`config.mk`:
```
export PLATFORM = sky130hd
export DESIGN_NAME = fetch_unit
export DESIGN_NICKNAME = d
export VERILOG_FILES = /design/src/rtl/fetch_unit.sv
export SDC_FILE = /design/constraint.sdc
export NUM_CORES = 1
export LEC_CHECK = 0
export BUFFER_PORTS_ARGS = -buffer_cell sky130_fd_sc_hd__buf_4
export CORE_MARGIN = 8
export CORE_UTILIZATION = 30
export CTS_BUF_LIST = sky130_fd_sc_hd__clkbuf_16
export DETAILED_ROUTE_END_ITERATION = 10
export PLACE_DENSITY = 0.47
export SLEW_MARGIN = 20
export SYNTH_ARGS = -nofsm -noshare
export SYNTH_HDL_FRONTEND = slang
export SYNTH_SLANG_ARGS = --single-unit
```
`constraint.sdc`:
```
create_clock -name clk_i -period 6.9 [get_ports clk_i]
set_clock_uncertainty 0.05 [all_clocks]
set_input_delay 0.69 -clock clk_i [delete_from_list [all_inputs] [get_ports clk_i]]
set_output_delay 0.69 -clock clk_i [all_outputs]
set_load 0.01 [all_outputs]
```
`src/rtl/fetch_unit.sv`:
```
// Instruction fetch stage: sequential PC generation, credit-limited memory reads,
// prefetch queue toward decode, and redirect with discard of in-flight responses.
module fetch_unit #(
  parameter int                    XLEN       = 32,
  parameter int                    MEMWIDTH   = 32,
  parameter logic [MEMWIDTH-1:0]   RESET_PC   = '0,
  parameter int                    FIFO_DEPTH = 4
) (
  input  logic                clk_i,
  input  logic                rst_i,
  input  logic                redirect_i,
  input  logic [MEMWIDTH-1:0] redirect_pc_i,
  output logic                mem_req_o,
  output logic [MEMWIDTH-1:0] mem_addr_o,
  input  logic                mem_gnt_i,
  input  logic                mem_rvalid_i,
  input  logic [XLEN-1:0]     mem_rdata_i,
  output logic                instr_valid_o,
  output logic [XLEN-1:0]     instr_o,
  output logic [MEMWIDTH-1:0] instr_pc_o,
  input  logic                instr_ready_i
);

  localparam int PW = $clog2(FIFO_DEPTH);
  localparam int CW = PW + 1;

  logic [MEMWIDTH-1:0] fpc_q, fpc_d, rpc_q, rpc_d;
  logic [CW-1:0]       pend_q, pend_d, drop_q, drop_d, cnt_q, cnt_d;
  logic [PW-1:0]       wr_ptr_q, wr_ptr_d, rd_ptr_q, rd_ptr_d;
  logic [MEMWIDTH-1:0] fifo_pc_q   [FIFO_DEPTH];
  logic [XLEN-1:0]     fifo_data_q [FIFO_DEPTH];

  logic [CW:0]         credit_use;
  logic                credit_ok, gnt, keep, push, pop;
  logic [MEMWIDTH-1:0] redir_pc;

  // pend never falls below drop, so the subtraction cannot underflow.
  assign credit_use = {1'b0, cnt_q} + {1'b0, pend_q} - {1'b0, drop_q};
  assign credit_ok  = credit_use < (CW+1)'(FIFO_DEPTH);
  assign redir_pc   = redirect_pc_i & ~MEMWIDTH'(3);

  assign mem_req_o     = ~rst_i & ~redirect_i & credit_ok;
  assign mem_addr_o    = fpc_q;
  assign instr_valid_o = (cnt_q != '0) & ~redirect_i;
  assign instr_o       = fifo_data_q[rd_ptr_q];
  assign instr_pc_o    = fifo_pc_q[rd_ptr_q];

  assign gnt  = mem_req_o & mem_gnt_i;
  assign keep = mem_rvalid_i & (drop_q == '0);
  assign push = keep & ~redirect_i;
  assign pop  = instr_valid_o & instr_ready_i;

  always_comb begin
    fpc_d    = gnt  ? fpc_q + MEMWIDTH'(4) : fpc_q;
    rpc_d    = push ? rpc_q + MEMWIDTH'(4) : rpc_q;
    pend_d   = pend_q + CW'(gnt) - CW'(mem_rvalid_i);
    drop_d   = drop_q - CW'(mem_rvalid_i && (drop_q != '0));
    cnt_d    = cnt_q + CW'(push) - CW'(pop);
    wr_ptr_d = push ? wr_ptr_q + PW'(1) : wr_ptr_q;
    rd_ptr_d = pop  ? rd_ptr_q + PW'(1) : rd_ptr_q;
    if (redirect_i) begin
      // Everything still in flight belongs to the old stream; the response
      // arriving this very cycle is thrown away as well.
      fpc_d    = redir_pc;
      rpc_d    = redir_pc;
      pend_d   = pend_q - CW'(mem_rvalid_i);
      drop_d   = pend_q - CW'(mem_rvalid_i);
      cnt_d    = '0;
      wr_ptr_d = '0;
      rd_ptr_d = '0;
    end
  end

  always_ff @(posedge clk_i) begin
    if (rst_i) begin
      fpc_q    <= RESET_PC;
      rpc_q    <= RESET_PC;
      pend_q   <= '0;
      drop_q   <= '0;
      cnt_q    <= '0;
      wr_ptr_q <= '0;
      rd_ptr_q <= '0;
    end else begin
      fpc_q    <= fpc_d;
      rpc_q    <= rpc_d;
      pend_q   <= pend_d;
      drop_q   <= drop_d;
      cnt_q    <= cnt_d;
      wr_ptr_q <= wr_ptr_d;
      rd_ptr_q <= rd_ptr_d;
    end
  end

  // Queue storage needs no reset; occupancy is tracked by cnt_q.
  always_ff @(posedge clk_i) begin
    if (push && !rst_i) begin
      fifo_pc_q[wr_ptr_q]   <= rpc_q;
      fifo_data_q[wr_ptr_q] <= mem_rdata_i;
    end
  end

  a_no_overflow: assert property (@(posedge clk_i) disable iff (rst_i)
    !(push && !pop && cnt_q == CW'(FIFO_DEPTH)));
  a_pend_bound: assert property (@(posedge clk_i) disable iff (rst_i)
    (pend_q <= CW'(FIFO_DEPTH)) && (drop_q <= pend_q));

endmodule

```
* Word-level counts from Yosys, hierarchy flattened
Memories as Yosys holds them, arrays and structs flattened. A register that Yosys moved wholly into a read port is not among the register bits.
Index checks and enable logic that the tools add are counted.
W data, S select, Z words.
** Storage, ports and cells
- Word-level logic and storage cells :: 54
- Bits of input ports :: 70
- Bits in registers :: 77
- Memories :: 2
- Output and inout bits :: 98
- Bits in writable memories :: 256
** Memory list
- fifo_data_q :: depth 4, bits a word 32, rd ports 1, clocked after Yosys merged registers in 1, wr ports 1, RTL line 31 : logic [XLEN-1:0] fifo_data_q [FIFO_DEPTH];
- fifo_pc_q :: depth 4, bits a word 32, rd ports 1, clocked after Yosys merged registers in 1, wr ports 1, RTL line 30 : logic [MEMWIDTH-1:0] fifo_pc_q [FIFO_DEPTH];
** Cells by class
- Reductions and logical operators :: 9
- Bitwise gates (word level) :: 9
- $lt $le $gt $ge :: 1
- $add $sub $neg :: 12
- Muxes and demuxes :: 12
** Operators by type and width (number)
- $mux W32 :: 4
- $add A32 B3 Y32 const B :: 2
- $sub A3 B1 Y3 :: 4
- $mux W2 :: 4
- $and A1 B1 Y1 :: 7
- $add A3 B1 Y3 :: 2
- $mux W3 :: 2
- $reduce_bool A3 Y1 :: 2
- $add A2 B1 Y2 const B :: 2
- $add A3 B3 Y4 :: 1
- $lt A4 B3 Y1 const B :: 1
- $reduce_bool A2 Y1 :: 2
- $sub A4 B3 Y4 :: 1
- $logic_not A3 Y1 :: 1
- $logic_and A1 B1 Y1 :: 2
- $mux W1 :: 2
- $not A1 Y1 :: 2
- $reduce_or A2 Y1 :: 1
- $logic_not A1 Y1 :: 1

* Longest topological paths before layout
Gate-level depths: netlist of the first run.
- Depth in word-level cells :: 8
- Depth in mapped cells :: 18
- Depth with buffers taken out :: 16

* Worst setup path after synthesis of the first run
OpenSTA, ideal clock, no wires.
- Path type :: reg-to-reg
- Start point :: register drop_q[2]
- End point :: register pend_q[2]
- Stages on the path, launching flop included :: 18
- Data arrival time :: 3.925 ns
- Library setup time :: 0.128 ns
- Required time :: 6.722 ns
- Slack :: 2.798 ns
- Clock period less this slack :: 4.102 ns
- Path through :: dfxtp_1 inv_1 fa_1 ha_1 or4b_4 or4_1 buf_2 buf_6 nand2_2 inv_1 ha_1 inv_1 ha_1 fa_1 xor2_1 o21ai_0 xnor2_1 nor2_1
** On the way
- Longest elaborated chain between the ends :: 7
** Ends and longest elaborated chain
- start, declared :: RTL line 28 : logic [CW-1:0] pend_q, pend_d, drop_q, drop_d, cnt_q, cnt_d;
- start signal, assigned :: RTL line 87 : drop_q <= drop_d;
- $sub A4 B3 Y4 :: RTL line 38 : assign credit_use = {1'b0, cnt_q} + {1'b0, pend_q} - {1'b0, drop_q};
- $lt A4 B3 Y1 :: RTL line 39 : assign credit_ok = credit_use < (CW+1)'(FIFO_DEPTH);
- $and A1 B1 Y1 :: RTL line 42 : assign mem_req_o = ~rst_i & ~redirect_i & credit_ok;
- $and A1 B1 Y1 :: RTL line 48 : assign gnt = mem_req_o & mem_gnt_i;
- $add A3 B1 Y3 :: RTL line 56 : pend_d = pend_q + CW'(gnt) - CW'(mem_rvalid_i);
- $sub A3 B1 Y3 :: RTL line 56
- $mux W3 :: RTL line 61 : if (redirect_i) begin
- end signal, assigned :: RTL line 86 : pend_q <= pend_d;
- end, declared :: RTL line 28
Every way passes these cells.
A chain may end at the register's enable or synchronous reset.

* Worst setup path in the final report of the first run
Ends and elaborated chain as after synthesis.

==> run summary, run 1 <==
Yosys top cell area share -> 56.0%
Antenna violations before repair -> 0
CP Data Arrival Time -> 4860 ps
Final TNS setup -> 0 ps
Sw Ratio -> 22.2%
Largest net degree at the start of global routing -> 63
Total GRT Usage -> 12.7%
Post-synthesis xor/xnor area fraction -> 3.62%
Post-CTS setup buffer count -> 0
Worst Reg-to-Reg Cells -> 15
Number of global-route vias before repair -> 8,072
Gate power share -> 6.5%
Main synth FF type -> edfxtp_1
WHS Path Cells -> 1
First DRT Iteration DRCs -> 358
Buf/Inv on CP -> 3
GRT Residual Overflow -> 0
H-tree levels -> 2
CP top delay family -> adder cells
Synth cell types -> 55
Fraction of layout cells with a size suffix above 1 -> 29.6%
Die area -> 51,300 um^2
Slowest cell delay on critical path -> 770 ps
First-pass GRT wire length -> 49,600 um
Minimum clock period -> 4520 ps
NetSw -> 953 uW
Post-synth ARST share -> 0%
Clock power frac -> 42.4%
Routed vias/inst -> 4.67
Final Max Tran Viols -> 0
Clk slew on worst S/H paths -> 60 ps
Placed cells -> 1,554
Critical Path Fanout Max -> 15
Antenna Nets Post-Route -> 0
Vias after detailed routing -> 7,542
Number of buffers added on ports -> 161
Final setup violating endpoints -> 0
Adder-cell share of the synthesized area -> 2.20%
Post-Route WL -> 32,300 um
Layout Utilization -> 37.0%
Clock Latency Late Sink -> 520 ps
Initial Util -> 30.3%
Synth area leaders -> edfxtp_1, dfxtp_1, mux4_2
Fin area -> 16,300 um^2
Root buf cell -> clkbuf_16
I/O pin total -> 168
Inserted Diodes -> 0
Resized Gates After CTS -> 0
CP cell instances -> inv_1 -> fa_1 -> ha_1 -> or4b_4 -> or4_1 -> nand2_2 -> inv_1 -> ha_1 -> inv_1 -> ha_1 -> fa_1 -> xor2_1 -> o21ai_0 -> xnor2_1 -> nor2_1
Sequential Power Share -> 51.1%
Slowest cell on crit path -> or4_1
YS warnings -> 0
Clock Path Buffers -> 3
Fmax -> 221 MHz
Area fraction in compound gates after synthesis -> 6.85%
Tightest Pin Transition -> 1040 ps
P_int -> 3350 uW
Post-Layout Cell Count -> 1,614
Mean Syn Cell Area -> 16.0 um^2
CP endpoint kind -> register
PwrDens -> 265 nW/um^2
Post-synthesis mux area share -> 10.7%
DRT Pass-1 Iters -> 5
Final Hold Fails -> 0
Die height -> 226 um
Placed Area -> 15,200 um^2
Max_slew headroom -> 31.0%
#FFs+latches synth -> 323
Core Footprint -> 43,900 um^2
Final nets -> 1,091
DR WL/cell -> 20.0 um
Critical Path RT -> 7240 ps
TritonCTS Sinks -> 323
Post-synthesis sequential area ratio -> 67.3%
Peak VDD IR -> 0.000146 V
Largest family of logic cells by synthesized area -> multiplexers
Drt drc -> 0
RSZ-0062 raised after global routing -> false
Status -> finished, final reports clean
Synthesized cell area -> 13,300 um^2
Post-DP HPWL -> 20,500 um
Area leader, netlist -> edfxtp_1
CTS tree -> done
Placement row count -> 77
Simple-Gate Fraction of Synth Area -> 6.60%
Hold Path Class -> in -> reg
Post-synth EDFFs -> 248
Num CTS Buffers -> 36
# Max-Cap Violations -> 0
CP Depth -> 15
Gpl congestion -> 0.780
Kind of critical path -> reg -> reg
Die width -> 226 um
P&R area growth vs syn -> 22.3%
Hold Buf Count CTS -> 0
Worst setup SP type -> register
Cells after Synth -> 831
Period utilisation layout -> 65.5%
Leakage -> 0.00558 uW
final cells by class:
| cell class | count | area [um^2] |
|---|---|---|
| Timing Repair Buffer | 171 | 1280 |
| Clock inverter | 23 | 173 |
| Sequential cell | 323 | 8960 |
| Inverter | 45 | 169 |
| Multi-Input combinational cell | 423 | 4010 |
| Clock buffer | 37 | 926 |
| Fill cell | 4283 | 27700 |
| Tap cell | 592 | 741 |
cell families (layout without fill, tap and decap cells):
group           count (synthesis)  count (layout)
fa+ha+maj                      21              21
compound gates                124             124
other cells                     1               4
simple gates                  155             155
xor+xnor                       55              55
mux                            64              64
flops                         323             323
buf+inv                        88             276
worst register-to-register path, cell delays in order, from the launching register on:
cell	delay, ps
dfxtp_1	420
inv_1	90
fa_1	460
ha_1	330
or4b_4	540
or4_1	770
nand2_2	230
inv_1	80
ha_1	270
inv_1	40
ha_1	180
fa_1	380
xor2_1	170
o21ai_0	180
xnor2_1	140
nor2_1	50
registers in the layout, indices dropped and copies added (netlist names), named ones only:
signal / cells
cnt_q: 3
pend_q: 3
rpc_q: 30
drop_q: 3
rd_ptr_q: 2
fifo_pc_q: 120
fifo_data_q: 128
wr_ptr_q: 2
mem_addr_o: 30
power by group through the flow:
stage / Combinational (uW) / Sequential [uW] / Clock [uW]
finish: 278 / 2200 / 1820
global route: 314 / 2210 / 1970
CTS: 285 / 2200 / 1890
detailed placement: 283 / 2240 / 0
global placement: 280 / 2240 / 0
floorplan: 156 / 2230 / 0
path summary, 6_finish.rpt:
check                           slack [ps]       startpoint                  to
worst min-delay path                   310  mem_rdata_i[16]  fifo_data_q[0][16]
worst min register to register         450      wr_ptr_q[0]         wr_ptr_q[0]
worst max register to register        2380        drop_q[2]           pend_q[2]
worst max-delay path                  2380        drop_q[2]           pend_q[2]
Yosys cell counts, types with 12 or more instances:
master,number
mux4_2,62
nand4_1,20
xnor2_1,27
and3_1,13
nor2_1,24
edfxtp_1,248
nand2_1,33
xor2_1,28
inv_1,45
nor3_1,12
ha_1,17
clkbuf_1,27
dfxtp_1,75
nand3_1,18
a21oi_1,34
a21boi_0,30
metal layers:
layer | vias to the layer above | share of wire, % | global-route usage [%]
met1 | 3785 | 47 | 17.3
met2 | 179 | 45 | 19.6
met3 | 37 | 6.7 | 4.11
li1 | 3541 | - | -
met4 | 0 | 1.6 | 2.77
met5 | - | 0 | 0
cell usage in the layout, fill, tap and decap left out, types with 10 or more instances in the layout:
cell and instances:
dfxtp_1 73, xor2_1 28, nor2_1 24, nor3_1 12, o31a_1 10, nand3_1 18, nand4_1 20, nand2_1 33
a21oi_1 34, clkbuf_16 37, inv_1 53, xnor2_1 27, a211oi_1 11, buf_4 171, mux4_2 62, ha_1 17
a21boi_0 30, edfxtp_1 248
through the flow:
step / hold WS, ps / setup slack [ps] / total power (uW)
4_1_cts: 265 / 2350 / 4380
3_5_place_dp: 442 / 2360 / 2530
2_1_floorplan: 416 / 2800 / 2380
5_1_grt: 271 / 2170 / 4490
3_3_place_gp: 438 / 2360 / 2520
6_report: 310 / 2380 / 4300
No activity file was read; power rests on OpenSTA's default activity.
==> run 2, diff against run 1 <==
--- a/config.mk
+++ b/config.mk
@@ -5,6 +5,7 @@
 export SDC_FILE = /design/constraint.sdc
 export NUM_CORES = 1
 export LEC_CHECK = 0
+export ABC_AREA = 1
 export BUFFER_PORTS_ARGS = -buffer_cell sky130_fd_sc_hd__buf_4
 export CORE_MARGIN = 8
 export CORE_UTILIZATION = 30
==> constraint.sdc (replaced) <==
create_clock -name clk_i -period 4.25 [get_ports clk_i]
set_clock_uncertainty 0.05 [all_clocks]
set_input_delay 0.425 -clock clk_i [delete_from_list [all_inputs] [get_ports clk_i]]
set_output_delay 0.425 -clock clk_i [all_outputs]
set_load 0.01 [all_outputs]
==> run 2 against run 1 <==
- critical path depth unchanged
- first-iteration DRC count is 88% higher
- cell area is 8.2% higher
- flip-flop and latch count stayed put
- clock power up 79%
- core utilization is 0.14 points higher
- sequential power increased by 64%
- fmax grew 36%
- critical path type unchanged
==> run summary, run 2 <==
Status -> finished, final reports clean (unchanged)
Drt drc -> 0 (unchanged)
Clk slew on worst S/H paths -> 60 ps (about the same)
Core Footprint -> 47,300 um^2 (was 43,900 um^2)
Worst setup SP type -> register (unchanged)
Period utilisation layout -> 78.2% (was 65.5%)
Reg2Reg Launch Point -> pend_q[1] (was drop_q[2])
Hold_sp -> mem_rdata_i[6] (was mem_rdata_i[16])
Slowest cell on crit path -> fa_1 (was or4_1)
First-pass GRT wire length -> 61,000 um (was 49,600 um)
Critical Path RT -> 4680 ps (was 7240 ps)
Tightest Pin Transition -> 838 ps (was 1040 ps)
Post-Route WL -> 39,900 um (was 32,300 um)
Slowest cell delay on critical path -> 540 ps (was 770 ps)
H-tree levels -> 2 (unchanged)
Initial Util -> 30.1% (was 30.3%)
Post-Layout Cell Count -> 2,254 (was 1,614)
WHS Path Cells -> 1 (unchanged)
CP Data Arrival Time -> 3750 ps (was 4860 ps)
Most frequent cell after synthesis -> nand2_1 (was edfxtp_1)
Reg2reg end -> pend_q[2] (unchanged)
Antenna violations before repair -> 0 (unchanged)
Most frequent cells in the layout -> nand2_1, edfxtp_1, nor2_1 (was edfxtp_1, buf_4, dfxtp_1)
Synth area leaders -> edfxtp_1, dfxtp_1, nand2_1 (was edfxtp_1, dfxtp_1, mux4_2)
Die width -> 234 um (was 226 um)
P&R area growth vs syn -> 23.6% (was 22.3%)
Final Max Tran Viols -> 0 (unchanged)
Final nets -> 1,702 (was 1,091)
Number of buffers added on ports -> 161 (unchanged)
Largest register FFs -> 128 (unchanged)
CP top delay family -> adder cells (unchanged)
Max_slew headroom -> 44.1% (was 31.0%)
Fraction of layout cells with a size suffix above 1 -> 16.4% (was 29.6%)
Total GRT Usage -> 14.4% (was 12.7%)
Routed vias/inst -> 4.74 (was 4.67)
Biggest register -> fifo_data_q (unchanged)
Fin area -> 17,600 um^2 (was 16,300 um^2)
Hold Path Class -> in -> reg (unchanged)
Fmax -> 301 MHz (was 221 MHz)
GRT Residual Overflow -> 0 (unchanged)
Final setup violating endpoints -> 0 (unchanged)
YS warnings -> 0 (unchanged)
Worst Reg-to-Reg Cells -> 15 (unchanged)
Placement row count -> 80 (was 77)
First DRT Iteration DRCs -> 673 (was 358)
Post-synth ARST share -> 0% (unchanged)
Most common cell after layout, fill and taps aside -> nand2_1 (was edfxtp_1)
Placed Area -> 16,100 um^2 (was 15,200 um^2)
Yosys top cell area share -> 52.3% (was 56.0%)
WL met1 -> 18,800 um (was 15,200 um)
Synth cell types -> 39 (was 55)
Routed wl met2 -> 18,200 um (was 14,500 um)
Main synth FF type -> edfxtp_1 (unchanged)
Post-DP HPWL -> 25,000 um (was 20,500 um)
Buf/Inv on CP -> 3 (unchanged)
Number of global-route vias before repair -> 10,500 (was 8,072)
Post-synth top cells -> nand2_1, edfxtp_1, nor2_1 (was edfxtp_1, dfxtp_1, mux4_2)
PwrDens -> 427 nW/um^2 (was 265 nW/um^2)
Post-synth EDFFs -> 248 (unchanged)
CP endpoint kind -> register (unchanged)
Clock Path Buffers -> 3 (unchanged)
Vias after detailed routing -> 10,700 (was 7,542)
Inserted Diodes -> 0 (unchanged)
Final Hold Fails -> 0 (unchanged)
Die height -> 234 um (was 226 um)
Clock Latency Late Sink -> 550 ps (was 520 ps)
RSZ-0062 raised after global routing -> false (unchanged)
TritonCTS Sinks -> 323 (unchanged)
Num CTS Buffers -> 39 (was 36)
Met3 wire len -> 2130 um (was 2170 um)
Worst R2R Setup Slack -> 930 ps (was 2380 ps)
Largest net degree at the start of global routing -> 73 (was 63)
Minimum clock period -> 3320 ps (was 4520 ps)
Worst hold endpoint -> fifo_data_q[3][6] (was fifo_data_q[0][16])
Die area -> 54,700 um^2 (was 51,300 um^2)
Leakage -> 0.00659 uW (was 0.00558 uW)
Post-CTS setup buffer count -> 0 (unchanged)
Placed cells -> 2,165 (was 1,554)
CTS tree -> done (unchanged)
DRT Pass-1 Iters -> 5 (unchanged)
Gpl congestion -> 0.797 (was 0.780)
Top layer reached by signal wires -> met4 (unchanged)
Synthesized cell area -> 14,200 um^2 (was 13,300 um^2)
Area leader, netlist -> edfxtp_1 (unchanged)
DR WL/cell -> 17.7 um (was 20.0 um)
I/O pin total -> 168 (unchanged)
# Max-Cap Violations -> 0 (unchanged)
Peak VDD IR -> 0.000215 V (was 0.000146 V)
Root buf cell -> clkbuf_16 (unchanged)
CP cell instances -> inv_1 -> fa_1 -> inv_1 -> ha_1 -> nand3_1 -> nand2_1 -> nand2_1 -> nand4_4 -> ha_1 -> inv_1 -> ha_1 -> fa_1 -> xor2_1 -> nand2_1 -> a21oi_1 (was inv_1 -> fa_1 -> ha_1 -> or4b_4 -> or4_1 -> nand2_2 -> inv_1 -> ha_1 -> inv_1 -> ha_1 -> fa_1 -> xor2_1 -> o21ai_0 -> xnor2_1 -> nor2_1)
Kind of critical path -> reg -> reg (unchanged)
Critical Path Source -> pend_q[1] (was drop_q[2])
Mean Syn Cell Area -> 9.90 um^2 (was 16.0 um^2)
Post-synthesis sequential area ratio -> 62.8% (was 67.3%)
Largest registers -> fifo_data_q: 128 flops, fifo_pc_q: 120 flops (unchanged)
Critical Path Fanout Max -> 16 (was 15)
Cells after Synth -> 1,438 (was 831)
#FFs+latches synth -> 323 (unchanged)
Antenna Nets Post-Route -> 0 (unchanged)
## run 2: kinds of logic after synthesis
family | synth area share [%]
DFF | 62.8
xor gates and xnor gates | 1.05
other | 0.0263
buffers and inverters | 4.86
and+or+nand+nor | 17.9
AOI/OAI and AO/OA | 11.3
adders and majority gates | 2.06
## run 2: report_power, final
part | leakage (uW) | switching (uW) | internal, uW
sequential | 0.00287 | 112 | 3500
combinational | 0.00308 | 379 | 256
clock | 0.000644 | 1340 | 1920
total | 0.00659 | 1830 | 5680
## run 2: area by class of cell
class | count | area, um^2
timing repair buffer | 195 | 1580
tap | 615 | 769
clock buffer | 39 | 976
sequential | 323 | 8950
fill | 4761 | 29800
multi-input combinational | 945 | 4640
clock inverter | 30 | 275
inverter | 107 | 403
## run 2: metal layers
metal / track usage (%) / vias up
li1: - / 5288
met1: 19.2 / 5110
met2: 23.5 / 239
met3: 2.88 / 53
met4: 4.27 / 0
met5: 0 / -
## run 2: worst register-to-register path, delay by kind of cell, from the launching register on
kind | cells | cell delay (ps)
compound gates | 1 | 120
fa+ha+maj | 5 | 1780
flops | 1 | 340
xor+xnor | 1 | 180
buf+inv | 3 | 190
simple gates | 5 | 630
## run 2: per-stage QoR
stage	util (%)	power [uW]	hold slack, ps	setup slack, ps	TNS (ps)
floorplan	-	4010	407	-24.5	-6070
global placement	34.1	4300	458	910	0
CTS	37.2	7620	0.312	884	0
detailed placement	34.1	4310	458	882	0
finish	37.2	7510	31.4	925	0
global route	37.2	7830	9.27	746	0
## run 2: repair_timing
item | in CTS | in global routing
hold buffers | 20 | 0
endpoints found under the hold margin | 78 | 0
resized for setup | 0 | 0
## run 2: worst max path at each step
stage,cells past startpoint,endpoint,slack (ps)
final,15,pend_q[2],930
after global routing,16,pend_q[2],750
after CTS,15,pend_q[2],880
after detailed placement,15,pend_q[2],880
after global placement,16,pend_q[2],910
after floorplan,6,fifo_data_q[0][0],-20
==> run 3, diff against run 2 <==
--- a/config.mk
+++ b/config.mk
@@ -5,7 +5,7 @@
 export SDC_FILE = /design/constraint.sdc
 export NUM_CORES = 1
 export LEC_CHECK = 0
-export ABC_AREA = 1
+export ABC_AREA = 0
 export BUFFER_PORTS_ARGS = -buffer_cell sky130_fd_sc_hd__buf_4
 export CORE_MARGIN = 8
 export CORE_UTILIZATION = 30
==> constraint.sdc (replaced) <==
create_clock -name clk_i -period 3.35 [get_ports clk_i]
set_clock_uncertainty 0.05 [all_clocks]
set_input_delay 0.335 -clock clk_i [delete_from_list [all_inputs] [get_ports clk_i]]
set_output_delay 0.335 -clock clk_i [all_outputs]
set_load 0.01 [all_outputs]
==> run 3 against run 2 <==
- the run now ends with negative setup slack left
- hold slack better by 63 ps
- fmax shrank 8.6%
- clock power rose by 25%
- die area shrank 6.2%
- first-iteration DRC count is 38% lower
- sequential share of layout area rose by 1.6 points
- combinational power is 6.9% higher
- largest power group unchanged
- highest routed layer unchanged
==> run summary, run 3 (synthesis gave the netlist of run 1 again) <==
Clock Path Buffers -> 3 (unchanged)
First-pass GRT wire length -> 50,100 um (was 61,000 um)
Fmax -> 275 MHz (was 301 MHz)
Post-DP HPWL -> 21,700 um (was 25,000 um)
DR WL/cell -> 19.2 um (was 17.7 um)
CP endpoint kind -> register (unchanged)
Slowest cell delay on critical path -> 570 ps (was 540 ps)
Kind of critical path -> reg -> reg (unchanged)
Critical Path RT -> 3700 ps (was 4680 ps)
Largest registers -> fifo_data_q: 128 flops, fifo_pc_q: 120 flops (unchanged)
Sw Ratio -> 21.7% (was 24.3%)
Final Max Tran Viols -> 0 (unchanged)
Number of global-route vias before repair -> 8,389 (was 10,500)
Placed Area -> 15,500 um^2 (was 16,100 um^2)
TritonCTS Sinks -> 323 (unchanged)
Clock Latency Late Sink -> 530 ps (was 550 ps)
Die width -> 226 um (was 234 um)
Total power -> 9260 uW (was 7510 uW)
I/O pin total -> 168 (unchanged)
Root buf cell -> clkbuf_16 (unchanged)
Routed vias/inst -> 4.65 (was 4.74)
PwrDens -> 543 nW/um^2 (was 427 nW/um^2)
GRT Residual Overflow -> 0 (unchanged)
P_int -> 7250 uW (was 5680 uW)
Failing checks -> negative setup slack
Period utilisation layout -> 109% (was 78.2%)
Placement row count -> 77 (was 80)
Peak VDD IR -> 0.000297 V (was 0.000215 V)
Max_slew headroom -> 57.2% (was 44.1%)
Slowest cell on crit path -> fa_1 (unchanged)
Layout Utilization -> 38.8% (was 37.2%)
Vias after detailed routing -> 7,821 (was 10,700)
Die height -> 226 um (was 234 um)
CP Data Arrival Time -> 3990 ps (was 3750 ps)
Largest register FFs -> 128 (unchanged)
Buf/Inv on CP -> 2 (was 3)
Most frequent cells in the layout -> edfxtp_1, buf_4, dfxtp_1 (was nand2_1, edfxtp_1, nor2_1)
Num CTS Buffers -> 38 (was 39)
Largest net degree at the start of global routing -> 60 (was 73)
P&R area growth vs syn -> 28.3% (was 23.6%)
Initial Util -> 30.3% (was 30.1%)
DP Worst Slack -> -329 ps (was 882 ps)
# Max-Cap Violations -> 0 (unchanged)
CTS tree -> done (unchanged)
Sequential Power Share -> 48.9% (was 48.1%)
Hold Path Class -> in -> reg (unchanged)
Final nets -> 1,153 (was 1,702)
Gate power share -> 7.3% (was 8.5%)
Worst setup SP type -> register (unchanged)
Drt drc -> 0 (unchanged)
Top cell by count, worst path -> ha_4
DRT Pass-1 Iters -> 5 (unchanged)
Tightest Pin Transition -> 642 ps (was 838 ps)
Post-Route WL -> 32,400 um (was 39,900 um)
Leakage -> 0.00594 uW (was 0.00659 uW)
Biggest register -> fifo_data_q (unchanged)
RSZ-0062 raised after global routing -> true (was false)
Most common cell after layout, fill and taps aside -> edfxtp_1 (was nand2_1)
Fin area -> 17,100 um^2 (was 17,600 um^2)
Antenna violations before repair -> 0 (unchanged)
Final setup violating endpoints -> 2 (was 0)
First DRT Iteration DRCs -> 418 (was 673)
Minimum clock period -> 3640 ps (was 3320 ps)
Number of buffers added on ports -> 161 (unchanged)
Final Hold Fails -> 0 (unchanged)
Fraction of layout cells with a size suffix above 1 -> 31.7% (was 16.4%)
Hold slack final -> 93.9 ps (was 31.4 ps)
Clock power frac -> 43.8% (was 43.4%)
Critical Path Fanout Max -> 2 (was 16)
Inserted Diodes -> 0 (unchanged)
Antenna Nets Post-Route -> 0 (unchanged)
NetSw -> 2010 uW (was 1830 uW)
H-tree levels -> 2 (unchanged)
Final worst slack -> -289 ps (was 925 ps)
Total GRT Usage -> 12.7% (was 14.4%)
Gpl congestion -> 0.770 (was 0.797)
Die area -> 51,300 um^2 (was 54,700 um^2)
Status -> complete, but fails checks (was finished, final reports clean)
CP top delay family -> adder cells (unchanged)
CP cell instances -> fa_1 -> ha_4 -> or4b_4 -> or4_4 -> nand2_4 -> inv_2 -> ha_4 -> inv_2 -> ha_4 -> fa_2 -> xor2_1 -> o21ai_1 -> xnor2_1 -> nor2_1 (was inv_1 -> fa_1 -> inv_1 -> ha_1 -> nand3_1 -> nand2_1 -> nand2_1 -> nand4_4 -> ha_1 -> inv_1 -> ha_1 -> fa_1 -> xor2_1 -> nand2_1 -> a21oi_1)
Clk slew on worst S/H paths -> 60 ps (about the same)
Core Footprint -> 43,900 um^2 (was 47,300 um^2)
==> run 3: changes by cell type in the layout (fill, tap and decap cells not counted), sizes merged, moves of 22 or more <==
cell,before,now
a21boi,0,36
buf,175,199
inv,116,53
mux4,0,62
nand2,256,34
nand3,65,18
nor2,249,24
o21ai,179,4
o22ai,63,0
xnor2,5,27
==> run 3: metal layers <==
| layer | part of all wire (%) | vias up | routed length [um] | GRT usage (%) |
|---|---|---|---|---|
| met5 | 0 | - | 0 | 0 |
| met4 | 1.8 | 0 | 579 | 3.21 |
| met3 | 5.7 | 44 | 1860 | 3.49 |
| met2 | 47 | 181 | 15200 | 20.7 |
| met1 | 46 | 3922 | 14800 | 16.6 |
| li1 | - | 3674 | - | - |
==> run 3: final timing paths <==
| path | end | start | cells after the start | slack, ps |
|---|---|---|---|---|
| max | pend_q[2] | pend_q[2] | 14 | -290 |
| min | mem_addr_o[3] | redirect_pc_i[3] | 3 | 90 |
| max reg2reg | pend_q[2] | pend_q[2] | 14 | -290 |
| min reg2reg | wr_ptr_q[1] | wr_ptr_q[1] | 2 | 450 |
==> run 3: power by group through the flow <==
stage               combinational [uW]  sequential [uW]  clock, uW
floorplan                          330             4590          0
global placement                   635             4610          0
detailed placement                 637             4610          0
CTS                                693             4530       4210
global route                       759             4550       4340
finish                             679             4530       4060
==> run 3: worst min-delay path, cell delays in order <==
cell and delay, ps:
buf_4 80, o21bai_1 110, a21oi_1 120
==> run 3: metrics by stage <==
step | cells | setup TNS [ps]
floorplan | 834 | -787
global placement | 1581 | -340
detailed placement | 1581 | -376
CTS | 1682 | -335
global route | 1682 | -571
finish | 1682 | -300
==> run 3: area by class of cell <==
| cell class | instances | area, um^2 |
|---|---|---|
| Fill cell | 4196 | 26900 |
| Sequential cell | 323 | 8960 |
| Multi-Input combinational cell | 423 | 4060 |
| Timing Repair Buffer | 231 | 1890 |
| Clock buffer | 41 | 1030 |
| Tap cell | 592 | 741 |
| Clock inverter | 27 | 210 |
| Inverter | 45 | 169 |
==> run 3: repair_timing <==
| item | in CTS | in global routing |
|---|---|---|
| setup buffers | 1 | 0 |
| setup endpoints to repair | 3 | 3 |
| pin swaps | 3 | 0 |
| resized for setup | 3 | 1 |
| hold buffers | 32 | 0 |
| endpoints found under the hold margin | 128 | 0 |
